==> config.mk <==
export PLATFORM = sky130hd
export DESIGN_NAME = match_event_log
export DESIGN_NICKNAME = d
export VERILOG_FILES = /design/src/rtl/detect_pkg.sv /design/src/rtl/event_fifo.sv /design/src/rtl/match_event_log.sv
export SDC_FILE = /design/constraint.sdc
export NUM_CORES = 1
export LEC_CHECK = 0
export BUFFER_PORTS_ARGS = -buffer_cell sky130_fd_sc_hd__buf_2
export CAP_MARGIN = 30
export CORE_MARGIN = 2
export CORE_UTILIZATION = 30
export DETAILED_ROUTE_END_ITERATION = 10
export HOLD_SLACK_MARGIN = 0.12
export MAX_ROUTING_LAYER = met4
export SLEW_MARGIN = 25
export SYNTH_ARGS = -nofsm -noshare
export SYNTH_HDL_FRONTEND = slang
export SYNTH_HIERARCHICAL = 1
export SYNTH_SLANG_ARGS = --single-unit
==> constraint.sdc <==
create_clock -name clk -period 5.1 [get_ports clk]
set_clock_uncertainty 0.2 [all_clocks]
set_input_delay 0.51 -clock clk [delete_from_list [all_inputs] [get_ports clk]]
set_output_delay 0.51 -clock clk [all_outputs]
set_load 0.01 [all_outputs]
==> src/rtl/detect_pkg.sv <==
// Shared constants and types for the serial pattern detector and its match-event logger.
package detect_pkg;

    localparam int DEF_IDX_W = 16;
    localparam int DEF_DEPTH = 4;
    localparam int DEF_CNT_W = 8;

    typedef logic [DEF_IDX_W-1:0] bit_idx_t;

    // Width needed to hold an occupancy of 0..depth inclusive.
    function automatic int level_w(input int depth);
        return $clog2(depth + 1);
    endfunction

endpackage

==> src/rtl/event_fifo.sv <==
// Synchronous FIFO with a registered head word, occupancy output and synchronous clear.
module event_fifo
    import detect_pkg::*;
#(
    parameter int W     = DEF_IDX_W,
    parameter int DEPTH = DEF_DEPTH
) (
    input  logic                        clk,
    input  logic                        reset,
    input  logic                        clr,
    input  logic                        push,
    input  logic                        pop,
    input  logic [W-1:0]                din,
    output logic [W-1:0]                head,
    output logic [level_w(DEPTH)-1:0]   level,
    output logic                        full,
    output logic                        empty
);

    localparam int PW = $clog2(DEPTH);
    localparam int LW = level_w(DEPTH);

    logic [W-1:0]  mem [DEPTH];
    logic [PW-1:0] wr_ptr;
    logic [PW-1:0] rd_ptr;
    logic          do_push;
    logic          do_pop;
    logic [LW-1:0] level_nxt;
    logic [W-1:0]  head_nxt;

    assign empty = (level == '0);
    assign full  = (level == LW'(DEPTH));

    // NOTE: every always_comb output gets a default first so no latch can be inferred.
    always_comb begin
        do_pop    = pop && !empty;
        do_push   = push && (!full || do_pop);
        level_nxt = level;
        head_nxt  = head;
        if (do_push && !do_pop)
            level_nxt = level + LW'(1);
        else if (do_pop && !do_push)
            level_nxt = level - LW'(1);
        // Head is kept in its own register so the output never comes from the RAM read mux.
        if (do_pop) begin
            if (level != LW'(1))
                head_nxt = mem[rd_ptr + PW'(1)];
            else if (do_push)
                head_nxt = din;
        end else if (empty && do_push) begin
            head_nxt = din;
        end
    end

    // NOTE: storage array has no reset; pointers and level alone define which words are valid.
    always_ff @(posedge clk) begin
        if (do_push && !clr)
            mem[wr_ptr] <= din;
    end

    // NOTE: sequential state uses non-blocking assignments only.
    always_ff @(posedge clk or posedge reset) begin
        if (reset) begin
            wr_ptr <= '0;
            rd_ptr <= '0;
            level  <= '0;
            head   <= '0;
        end else if (clr) begin
            wr_ptr <= '0;
            rd_ptr <= '0;
            level  <= '0;
            head   <= '0;
        end else begin
            if (do_push)
                wr_ptr <= wr_ptr + PW'(1);
            if (do_pop)
                rd_ptr <= rd_ptr + PW'(1);
            level <= level_nxt;
            head  <= head_nxt;
        end
    end

endmodule

==> src/rtl/match_event_log.sv <==
// Timestamps each detector match with a free-running bit index and queues it for a consumer.
module match_event_log
    import detect_pkg::*;
#(
    parameter int IDX_W = DEF_IDX_W,
    parameter int DEPTH = DEF_DEPTH,
    parameter int CNT_W = DEF_CNT_W
) (
    input  logic                        clk,
    input  logic                        reset,
    input  logic                        clr,
    input  logic                        z_in,
    output logic                        ev_valid,
    input  logic                        ev_ready,
    output logic [IDX_W-1:0]            ev_index,
    output logic [level_w(DEPTH)-1:0]   ev_level,
    output logic [CNT_W-1:0]            match_count,
    output logic                        overflow
);

    logic [IDX_W-1:0] bit_idx;
    logic             push;
    logic             full;
    logic             empty;
    logic             drop;

    assign push     = z_in && !clr;
    // Full implies a valid head, so a ready consumer always frees a slot for this match.
    assign drop     = push && full && !ev_ready;
    assign ev_valid = !empty;

    event_fifo #(
        .W     (IDX_W),
        .DEPTH (DEPTH)
    ) u_fifo (
        .clk   (clk),
        .reset (reset),
        .clr   (clr),
        .push  (push),
        .pop   (ev_ready),
        .din   (bit_idx),
        .head  (ev_index),
        .level (ev_level),
        .full  (full),
        .empty (empty)
    );

    always_ff @(posedge clk or posedge reset) begin
        if (reset) begin
            bit_idx     <= '0;
            match_count <= '0;
            overflow    <= 1'b0;
        end else if (clr) begin
            bit_idx     <= '0;
            match_count <= '0;
            overflow    <= 1'b0;
        end else begin
            bit_idx <= bit_idx + IDX_W'(1);
            if (push && (match_count != '1))
                match_count <= match_count + CNT_W'(1);
            if (drop)
                overflow <= 1'b1;
        end
    end

endmodule
[Yosys cells after proc, flatten, opt, wreduce, memory -nomap -nowiden]
Memory sizes are Yosys's and may differ from the RTL's.
Index checks and enable logic that the tools add are counted.
Word-level totals
  register bits: 48
  RAM bits: 64
  bits of input ports: 5
  output and inout bits: 29
  logic and storage cells: 62
  memories: 1
Operators by class
  add/subtract/negate cells: 6
  equality and inequality tests: 4
  multiplexer cells: 19
  reductions and logical operators: 25
Memory list
  u_fifo.mem: depth 4, width 16, rd ports 1, clocked after memory_dff 0, wr ports 1, RTL line event_fifo.sv:23  | logic [W-1:0] mem [DEPTH];
Operator list (count)
  $mux 16: 6
  $add 16x1->16 const B: 1
  $mux 8: 2
  $logic_and 1x1->1: 10
  $mux 3: 3
  $add 8x1->8 const B: 1
  $mux 2: 4
  $ne 8x8->1 const B: 1
  $reduce_bool 2->1: 4
  $logic_not 1->1: 6
  $reduce_bool 3->1: 2
  $add 2x1->2 const B: 2
  $mux 1: 4
  $ne 4x3->1 const B: 1
  $add 3x1->3 const B: 1
  $eq 3x3->1 const B: 1
  $logic_not 3->1: 1
  $ne 3x1->1 const B: 1
  $sub 3x1->3 const B: 1
  $reduce_and 2->1: 1
  $logic_or 1x1->1: 1

[Longest topological paths before layout]
Gate-level depths: netlist of run 1.
  depth in word-level cells: 10
  mapped depth: 8
  mapped depth without buffers: 7

[Modules after synthesis]
The synthesis of run 1 kept the hierarchy.
By module, submodules not included
  event_fifo: instances 1, cells an instance 220, area an instance 3642.2 um^2, seq. area each 2497.4 um^2
  match_event_log: instances 1, cells an instance 125, area an instance 1248.7 um^2, seq. area each 625.6 um^2

[Least setup slack after synthesis of run 1]
No wires, ideal clock.
  kind: input -> register
  start point: input clr
  end point: memory u_fifo/mem[0][0] (netlist name) (enable)
  setup time: 374 ps
  arrival time: 1693 ps
  required time: 4526 ps
  path slack: 2833 ps
  stages on the path: 6
  buffers on the path: 2
  path through: clkbuf_1 -> nor2b_1 -> buf_2 -> o21ai_1 -> nor2_1 -> and2_1
On the way
  longest elaborated chain between the ends: 6
Ends and longest elaborated chain
  start: declaration: RTL line match_event_log.sv:11  | input logic clr,
  $logic_not 1->1: RTL line match_event_log.sv:27  | assign push = z_in && !clr;
  $logic_and 1x1->1: RTL line match_event_log.sv:27
  named net push: RTL line match_event_log.sv:22  | logic push;
  $logic_and 1x1->1: RTL line event_fifo.sv:37  | do_push = push && (!full || do_pop);
  $logic_and 1x1->1: RTL line event_fifo.sv:57  | if (do_push && !clr)
  $mux 1: RTL line event_fifo.sv:57
  $mux 1 (not written as such): RTL line event_fifo.sv:58  | mem[wr_ptr] <= din;
  end: declaration: RTL line event_fifo.sv:23
The timed path passes the listed nets, and every way through them passes these cells.

[Final worst setup path of run 1]
  start point: input clr
  end point: memory u_fifo/mem[3][13] (netlist name) (enable)
Same word-level chain as after synthesis.

==> results.md, run 1 <==
* Status: finished clean
* Min-delay worst type: reg -> reg
* Largest family of logic cells by synthesized area: multiplexers
* Post-synth top area cell: edfxtp_1
* R2R Path Start: u_fifo/level[0]
* Worst IR drop on VDD at 159 µV
* Yosys warns at 6
* Gr usage total at 0.112
* Cells after Synth at 345
* Area of the multi-input gates at 0.00162 mm²
* # clock sinks at 112
* Max-cap viol count at 0
* Library cells used by synthesis at 45
* Die X at 132 µm
* Post-route ant nets at 0
* Drt pass-1 iters at 6
* FFs w/ async S/R, synth at 0.429
* Vias in the first global route at 2828
* Worst-skew pair later-pin latency at 340 ps
* # port buffers at 33
* Final WL at 9100 µm
* Hold violation total from the final report at 0
* Hold WS at 319 ps
* Mean Syn Cell Area at 14.2 µm²
* Commonest non-fill, non-tap cell in the layout: edfxtp_1
* Power per cell area at 399 mW/mm²
* Leak pwr at 2.21 nW
* Synth-to-layout area growth at 13.5%
* Commonest cells after routing, fill and taps aside: 64 x edfxtp_1, 48 x dfrtp_1, 33 x buf_2
* Final Critical Period at 2850 ps
* Fillers at 1566
* Worst slack at placement at 1900 ps
* Placer Congestion at 0.771
* HP Start: overflow
* Final setup violation count at 0
* Clock root buffer: clkbuf_16
* Synth top area share at 0.393
* H-tree depth at 3
* Post-Synth XOR/XNOR Area at 0.0358
* Clock network fraction of design power at 0.289
* Syn_nets at 360
* Layout cells sized above 1 at 0.195
* Slew Viols, Final at 0
* CTS buffer count at 9
* Combinational power share at 0.213
* Number of synthesized flops with an enable pin at 64
* Global-route wire length before repair at 15000 µm
* Worst slew margin at 0.440
* Startpoint Class: input port
* Setup TNS at 0 ps
* HPWL after DPL at 6160 µm
* Initial DRC count at 153
* FMAX at 351 MHz
* Die height at 132 µm
* Post-synthesis sequential area ratio at 0.639
* Cell Rows at 46
* CP Launch Point: clr
* Yosys reg bits at 112
* Boundary Pins at 34
* Vias per inst at 4.79
* Post-Route Utilization at 0.349
* CTS tree: yes
* Initial core utilization at 0.308
* CP max FO at 40
* Die area at 0.0173 mm²
* Grt ovf at 0
* Sw frac at 0.292
* Internal power at 1.57 mW
* Post-Synth Adder-Cell Area at 0.0256
* Simple-Gate Fraction of Synth Area at 0.0880
* Via count at 2855
* CP endpoint kind: register
* Unrepaired setup endpoints after global routing: false
* Switching power at 0.646 mW
* Data arrival, critical path at 2620 ps
* CP Class: in -> reg
* FF+latch area at 0.00312 mm²
* Mux cell area share after synthesis at 0.112
* Mapped Area at 0.00489 mm²
* CTS max path bufs at 2
* Initial antenna violation count at 0
* Compound-gate portion of the synthesized area at 0.0698
* Largest net degree at the start of global routing at 41
* CP required at 4870 ps
* Crit share post-route at 0.559
* CTS clock-pin slew for the worst setup and hold paths at 70 ps
* Most used DFF post-synth: edfxtp_1
* Synth top area cells: edfxtp_1 39%, dfrtp_1 25%, mux4_2 7.4%
* DRC viols at 0
* Worst Tran Pin Value at 840 ps
* Flop pwr share at 0.497
* PnR worst setup slack at 2250 ps
* WL/cell at 15.3 µm
* Nets at 390
* Core area at 0.0159 mm²
* Antenna Cells at 0
[cell usage after synthesis (3+ instances only)]
library cell,count
nor3_1,3
ha_1,10
and2_1,8
mux4_2,16
nand4_1,9
nor2b_1,4
buf_2,9
nand3_1,9
mux2i_1,17
edfxtp_1,64
xnor2_1,5
buf_6,3
clkbuf_1,5
a21oi_1,18
and3_1,3
o21ai_1,17
and4_1,4
xor2_1,15
dfrtp_1,48
a31oi_1,4
nand2_1,10
inv_1,11
nor2_1,27
[what timing repair did]
item / in CTS / in global routing
hold endpoints to repair: 16 / 0
setup buffers: 0 / 0
hold buffers: 1 / 0
resized for setup: 0 / 0
[layer usage]
layer	part of all wire	vias up	wire, µm	GRT usage
met4	0.013	0	121	0.0495
met5	0	-	0	-
li1	-	1352	-	-
met2	0.50	59	4570	0.177
met3	0.040	8	366	0.0170
met1	0.44	1436	4040	0.143
[power groups by stage]
| stage | Sequential (mW) | Combinational, mW | Clock, mW |
|---|---|---|---|
| after global routing | 1.11 | 0.519 | 0.690 |
| after global placement | 1.12 | 0.453 | 0 |
| after floorplan | 1.11 | 0.350 | 0 |
| final | 1.10 | 0.472 | 0.640 |
| after detailed placement | 1.12 | 0.474 | 0 |
| after CTS | 1.10 | 0.477 | 0.662 |
[sequential cells by signal (all words and copies together) (netlist names)]
| name | count |
|---|---|
| match_count | 8 |
| overflow | 1 |
| bit_idx | 16 |
| u_fifo/rd_ptr | 2 |
| u_fifo/level | 3 |
| u_fifo/head | 16 |
| u_fifo/wr_ptr | 2 |
| u_fifo/mem | 64 |
[worst paths after layout]
path	slack, ps	cells past startpoint	endpoint
setup / recovery	2250	5	u_fifo/mem[3][13]
hold / removal	320	2	overflow
setup reg to reg	2430	6	u_fifo/mem[3][13]
hold reg to reg	320	2	overflow
max in group asynchronous	3730	4	bit_idx[1]
min in group asynchronous	480	3	u_fifo/level[0]
[critical path: stages]
cell and delay [ps]:
buf_2 330, nor2b_1 560, o21ai_1 260, nor2_1 230
and2_1 710
[logic make-up (layout without fill, tap and decap cells)]
family	after synthesis	count (layout)
DFF	112	112
and+or+nand+nor	83	83
AOI/OAI and AO/OA	56	56
muxes	34	34
buffers and inverters	30	65
xor gates and xnor gates	20	20
adders and majority gates	10	10
[metrics by stage]
stage / total power, mW / area (µm²) / cells
6_report: 2.21 / 5550 / 596
3_5_place_dp: 1.59 / 5270 / 579
2_1_floorplan: 1.46 / 4890 / 345
4_1_cts: 2.24 / 5550 / 596
3_3_place_gp: 1.58 / 5220 / 576
5_1_grt: 2.32 / 5550 / 596
[cell type report]
class | count | share of cell area
sequential | 112 | 0.563
multi-input combinational | 203 | 0.292
tap | 216 | 0.0487
clock buffer | 9 | 0.0406
timing repair buffer | 37 | 0.0397
clock inverter | 7 | 0.00857
inverter | 12 | 0.00812
No activity file was read; power rests on OpenSTA's default activity.
==> run 2: changes to the inputs <==
clock period = 2.7 ns   (was 5.1 ns; I/O delays follow)
==> results.md, run 2 (synthesis gave the netlist of run 1 again) <==
* Worst-skew pair later-pin latency at 340 ps
* Flop pwr share at 0.482
* CTS tree: yes
* FMAX at 402 MHz
* Grt ovf at 0
* Final Critical Period at 2480 ps
* Min-delay worst type: in -> async
* WL/cell at 14.8 µm
* Initial DRC count at 262
* CTS max path bufs at 2
* Initial core utilization at 0.308
* Data arrival, critical path at 2260 ps
* Biggest register: u_fifo/mem
* Met2 Use GR at 0.182
* Post-CTS Setup Inserts at 0
* CP required at 2470 ps
* Initial antenna violation count at 0
* GRT Max-Usage Layer: met2
* Sw frac at 0.289
* Vias in the first global route at 2901
* Largest net degree at the start of global routing at 29
* Startpoint Class: register
* CP endpoint kind: register
* Cell Chain, Critical Path: inv_1 -> ha_1 -> nand2_1 -> o21ai_1 -> nor2_1 -> and2_1
* H-tree depth at 3
* Commonest non-fill, non-tap cell in the layout: edfxtp_1
* Die X at 132 µm
* CP bufs+invs at 1
* Antenna Cells at 0
* Gr usage total at 0.114
* Crit-path slowest cell: and2_1
* Die height at 132 µm
* Leak pwr at 2.25 nW
* Final setup violation count at 0
* Worst IR drop on VDD at 312 µV
* CTS buffer count at 9
* Worst Tran Pin Value at 809 ps
* Worst slack at placement at 219 ps
* Layout cells sized above 1 at 0.204
* CP max FO at 16
* R2R Path Start: u_fifo/level[0]
* Core area at 0.0159 mm²
* Final WL at 8960 µm
* HPWL after DPL at 6130 µm
* Worst slew margin at 0.461
* Combinational power share at 0.227
* Synth-to-layout area growth at 14.7%
* # clock sinks at 112
* Slew Viols, Final at 0
* Commonest cells after routing, fill and taps aside: 64 x edfxtp_1, 48 x dfrtp_1, 33 x buf_2
* DP Area at 0.00530 mm²
* Cell Rows at 46
* Critical path's largest stage delay at 680 ps
* Post-route ant nets at 0
* Max reg flops at 64
* Drt pass-1 iters at 4
* Crit share post-route at 0.920
* Internal power at 2.98 mW
* Max-cap viol count at 0
* DRC viols at 0
* Nets at 398
* CP Class: reg -> reg
* Clock root buffer: clkbuf_16
* Reg2Reg Setup Slack at 220 ps
* # port buffers at 33
* Via count at 2834
* Largest regs: u_fifo/mem: 64 flops, bit_idx: 16 flops, u_fifo/head: 16 flops
* Switching power at 1.21 mW
* Grt met3 use at 0.0162
* Post-route cell area at 0.00561 mm²
* Placer Congestion at 0.771
* Power per cell area at 746 mW/mm²
* PnR worst setup slack at 215 ps
* CTS clock-pin slew for the worst setup and hold paths at 70 ps
* RR Endpoint: u_fifo/mem[0][9]
* Die area at 0.0173 mm²
* Worst Reg-to-Reg Cells at 6
* CP top delay family: simple AND/OR/NAND/NOR gates
* Vias per inst at 4.69
* Status: finished clean
* Post-Place Cells at 584
* Global-route wire length before repair at 15200 µm
* Boundary Pins at 34
* Hold violation total from the final report at 0
* Fin cells at 604
* Unrepaired setup endpoints after global routing: false
* Setup TNS at 0 ps
* Met1 Use GR at 0.147
* Clock network fraction of design power at 0.291
* Total power at 4.19 mW
run 2: changes by cell type in the layout (fill, tap and decap cells not counted):
cell           previous run  this run
clkinvlp_4                1         3
dlygate4sd3_1             1         4
inv_8                     0         1
and2_2                    0         1
inv_6                     1         0
and2_1                    8         7
o32a_1                    0         1
buf_4                     0         6
clkinv_4                  2         0
buf_8                     3         2
o32a_2                    1         0
run 2: what timing repair did:
item	4_1_cts	5_1_grt
hold endpoints to repair	42	0
hold buffers	4	0
setup endpoints to repair	0	16
gates resized for setup	0	1
run 2: cell type report:
class | count | area, µm²
tap | 216 | 270
inverter | 12 | 45.0
clock inverter | 7 | 47.5
fill | 1562 | 10300
sequential | 112 | 3120
timing repair buffer | 45 | 280
clock buffer | 9 | 225
multi-input combinational | 203 | 1620
run 2: per-stage QoR:
stage	util	hold slack [ps]
after floorplan	-	71.9
after global placement	0.332	287
after detailed placement	0.333	60.5
after CTS	0.353	244
after global routing	0.353	270
final	0.353	238
run 2: worst min-delay path, cell delays in order:
cell and delay (ps):
dlygate4sd3_1 530, buf_2 120, inv_1 270
run 2: power by group through the flow:
stage	Sequential (mW)	Combinational [mW]	Clock, mW
after detailed placement	2.05	0.965	0
after global routing	2.04	1.07	1.32
final	2.02	0.951	1.22
after global placement	2.05	0.950	0
after CTS	2.02	0.974	1.26
after floorplan	2.09	0.658	0
run 2: how the worst max path moves through the flow:
stage | end | slack, ps | cells after the start | from
after floorplan | u_fifo/mem[0][0] | 470 | 6 | u_fifo/level[0]
final | u_fifo/mem[0][9] | 220 | 6 | u_fifo/level[0]
after global routing | u_fifo/mem[1][14] | 2 | 6 | u_fifo/level[0]
after detailed placement | u_fifo/mem[0][11] | 220 | 6 | u_fifo/level[0]
after CTS | u_fifo/mem[2][9] | 190 | 6 | u_fifo/level[0]
after global placement | u_fifo/mem[0][10] | 270 | 6 | u_fifo/level[0]
run 2: per-layer routing:
layer  vias up  share of wire
li1       1360              -
met3        10          0.022
met2        36           0.50
met5         -              0
met1      1428           0.46
met4         0          0.019
==> run 3: changes to the inputs <==
CORE_UTILIZATION = 45   (was 30)
==> results.md, run 3 (synthesis gave the netlist of run 1 again) <==
* Status: finished clean
* Cell Rows at 38
* Crit-path slowest cell: dlygate4sd3_1
* Largest net degree at the start of global routing at 32
* Hold WS at 137 ps
* Setup TNS at 0 ps
* Area of the multi-input gates at 0.00162 mm²
* Commonest cells after routing, fill and taps aside: 64 x edfxtp_1, 48 x dfrtp_1, 33 x buf_2
* Unrepaired setup endpoints after global routing: false
* Gr usage total at 0.173
* H-tree depth at 3
* Leak pwr at 2.23 nW
* Worst Tran Pin Value at 781 ps
* Initial core utilization at 0.457
* Cell Chain, Critical Path: dlygate4sd3_1 -> buf_2 -> buf_4 -> buf_4 -> inv_2 -> a311o_1 -> a2bb2oi_1 -> o41ai_2
* WL/cell at 17.2 µm
* Data arrival, critical path at 2410 ps
* Synth-to-layout area growth at 11.2%
* Antenna Cells at 0
* FF+latch area at 0.00312 mm²
* CTS max path bufs at 2
* Final WL at 9100 µm
* Worst-skew pair later-pin latency at 380 ps
* Startpoint Class: input port
* CP Class: in -> reg
* Vias in the first global route at 2756
* Nets at 398
* Max-cap viol count at 0
* CP endpoint kind: register
* Post-CTS Setup Inserts at 0
* Vias per inst at 5.38
* Slew Viols, Final at 0
* CTS buffer count at 9
* Fillers at 942
* Grt ovf at 0
* # port buffers at 33
* DRC viols at 0
* Post-route ant nets at 0
* Die area at 0.0117 mm²
* Boundary Pins at 34
* Largest regs: u_fifo/mem: 64 flops, bit_idx: 16 flops, u_fifo/head: 16 flops
* Worst Reg-to-Reg Cells at 6
* Commonest non-fill, non-tap cell in the layout: edfxtp_1
* # clock sinks at 112
* Global-route wire length before repair at 14700 µm
* Max reg flops at 64
* Core area at 0.0107 mm²
* Worst IR drop on VDD at 381 µV
* Initial DRC count at 150
* Min-delay worst type: in -> async
* Hold violation total from the final report at 0
* Drt pass-1 iters at 4
* Layout cells sized above 1 at 0.211
* CTS tree: yes
* Die height at 108 µm
* HPWL after DPL at 6070 µm
* Placer Congestion at 0.744
* CP most frequent cell: buf_4
* Final setup violation count at 0
* Biggest register: u_fifo/mem
* CTS clock-pin slew for the worst setup and hold paths at 110 ps
* CP required at 2760 ps
* Initial antenna violation count at 0
* FMAX at 426 MHz
* Via count at 2839
* Power per cell area at 727 mW/mm²
* Clock root buffer: clkbuf_8
* Die X at 108 µm
* Worst slew margin at 0.479
* Critical path's largest stage delay at 510 ps
* CP max FO at 31
* Final Critical Period at 2350 ps
* Crit share post-route at 0.869
==> run 3: final timing paths <==
path	from	end	slack (ps)
worst max-delay path	clr	u_fifo/level[2]	350
worst min-delay path	reset	u_fifo/head[5]	140
worst max register to register	u_fifo/level[0]	u_fifo/mem[0][2]	360
worst min register to register	overflow	overflow	300
max in group asynchronous	reset	bit_idx[1]	1750
min in group clk	overflow	overflow	300
==> run 3: metrics by stage <==
| step | util | total power [mW] | setup slack, ps | instance area [µm²] | cells |
|---|---|---|---|---|---|
| 2_1_floorplan | - | 2.74 | 470 | 4890 | 345 |
| 3_3_place_gp | 0.485 | 3.01 | 207 | 5190 | 507 |
| 3_5_place_dp | 0.485 | 3.03 | 81.0 | 5190 | 507 |
| 4_1_cts | 0.506 | 3.98 | 64.3 | 5420 | 527 |
| 5_1_grt | 0.508 | 4.16 | 155 | 5440 | 528 |
| 6_report | 0.508 | 3.95 | 355 | 5440 | 528 |
==> run 3: power breakdown <==
group	total [mW]	switching (mW)	internal [mW]
sequential	2.05	0.127	1.93
combinational	0.940	0.505	0.435
clock	0.959	0.603	0.356
==> run 3: area by class of cell <==
cell class,count,share of cell area
flip-flops and latches,112,0.574
multi-input cells,203,0.299
repair buffers,45,0.0525
well taps,140,0.0322
clock buffers,9,0.0228
clock inverters,7,0.0113
inverters,12,0.00829
==> run 3: metal layers <==
metal | vias up | global-route usage | share of wire
li1 | 1356 | - | -
met1 | 1424 | 0.244 | 0.49
met2 | 49 | 0.254 | 0.46
met3 | 10 | 0.0325 | 0.036
met4 | 0 | 0.0632 | 0.013
met5 | - | - | 0
==> run 3: worst max-delay path, delay by kind of cell <==
family | cells | cell delay, ps
buf+inv | 5 | 1360
compound gates | 3 | 750
==> run 3: what timing repair did <==
item                                    in CTS  in global routing
endpoints found under the setup margin       0                 64
hold buffers                                 4                  0
gates resized for setup                      0                  4
hold endpoints to repair                    55                  0
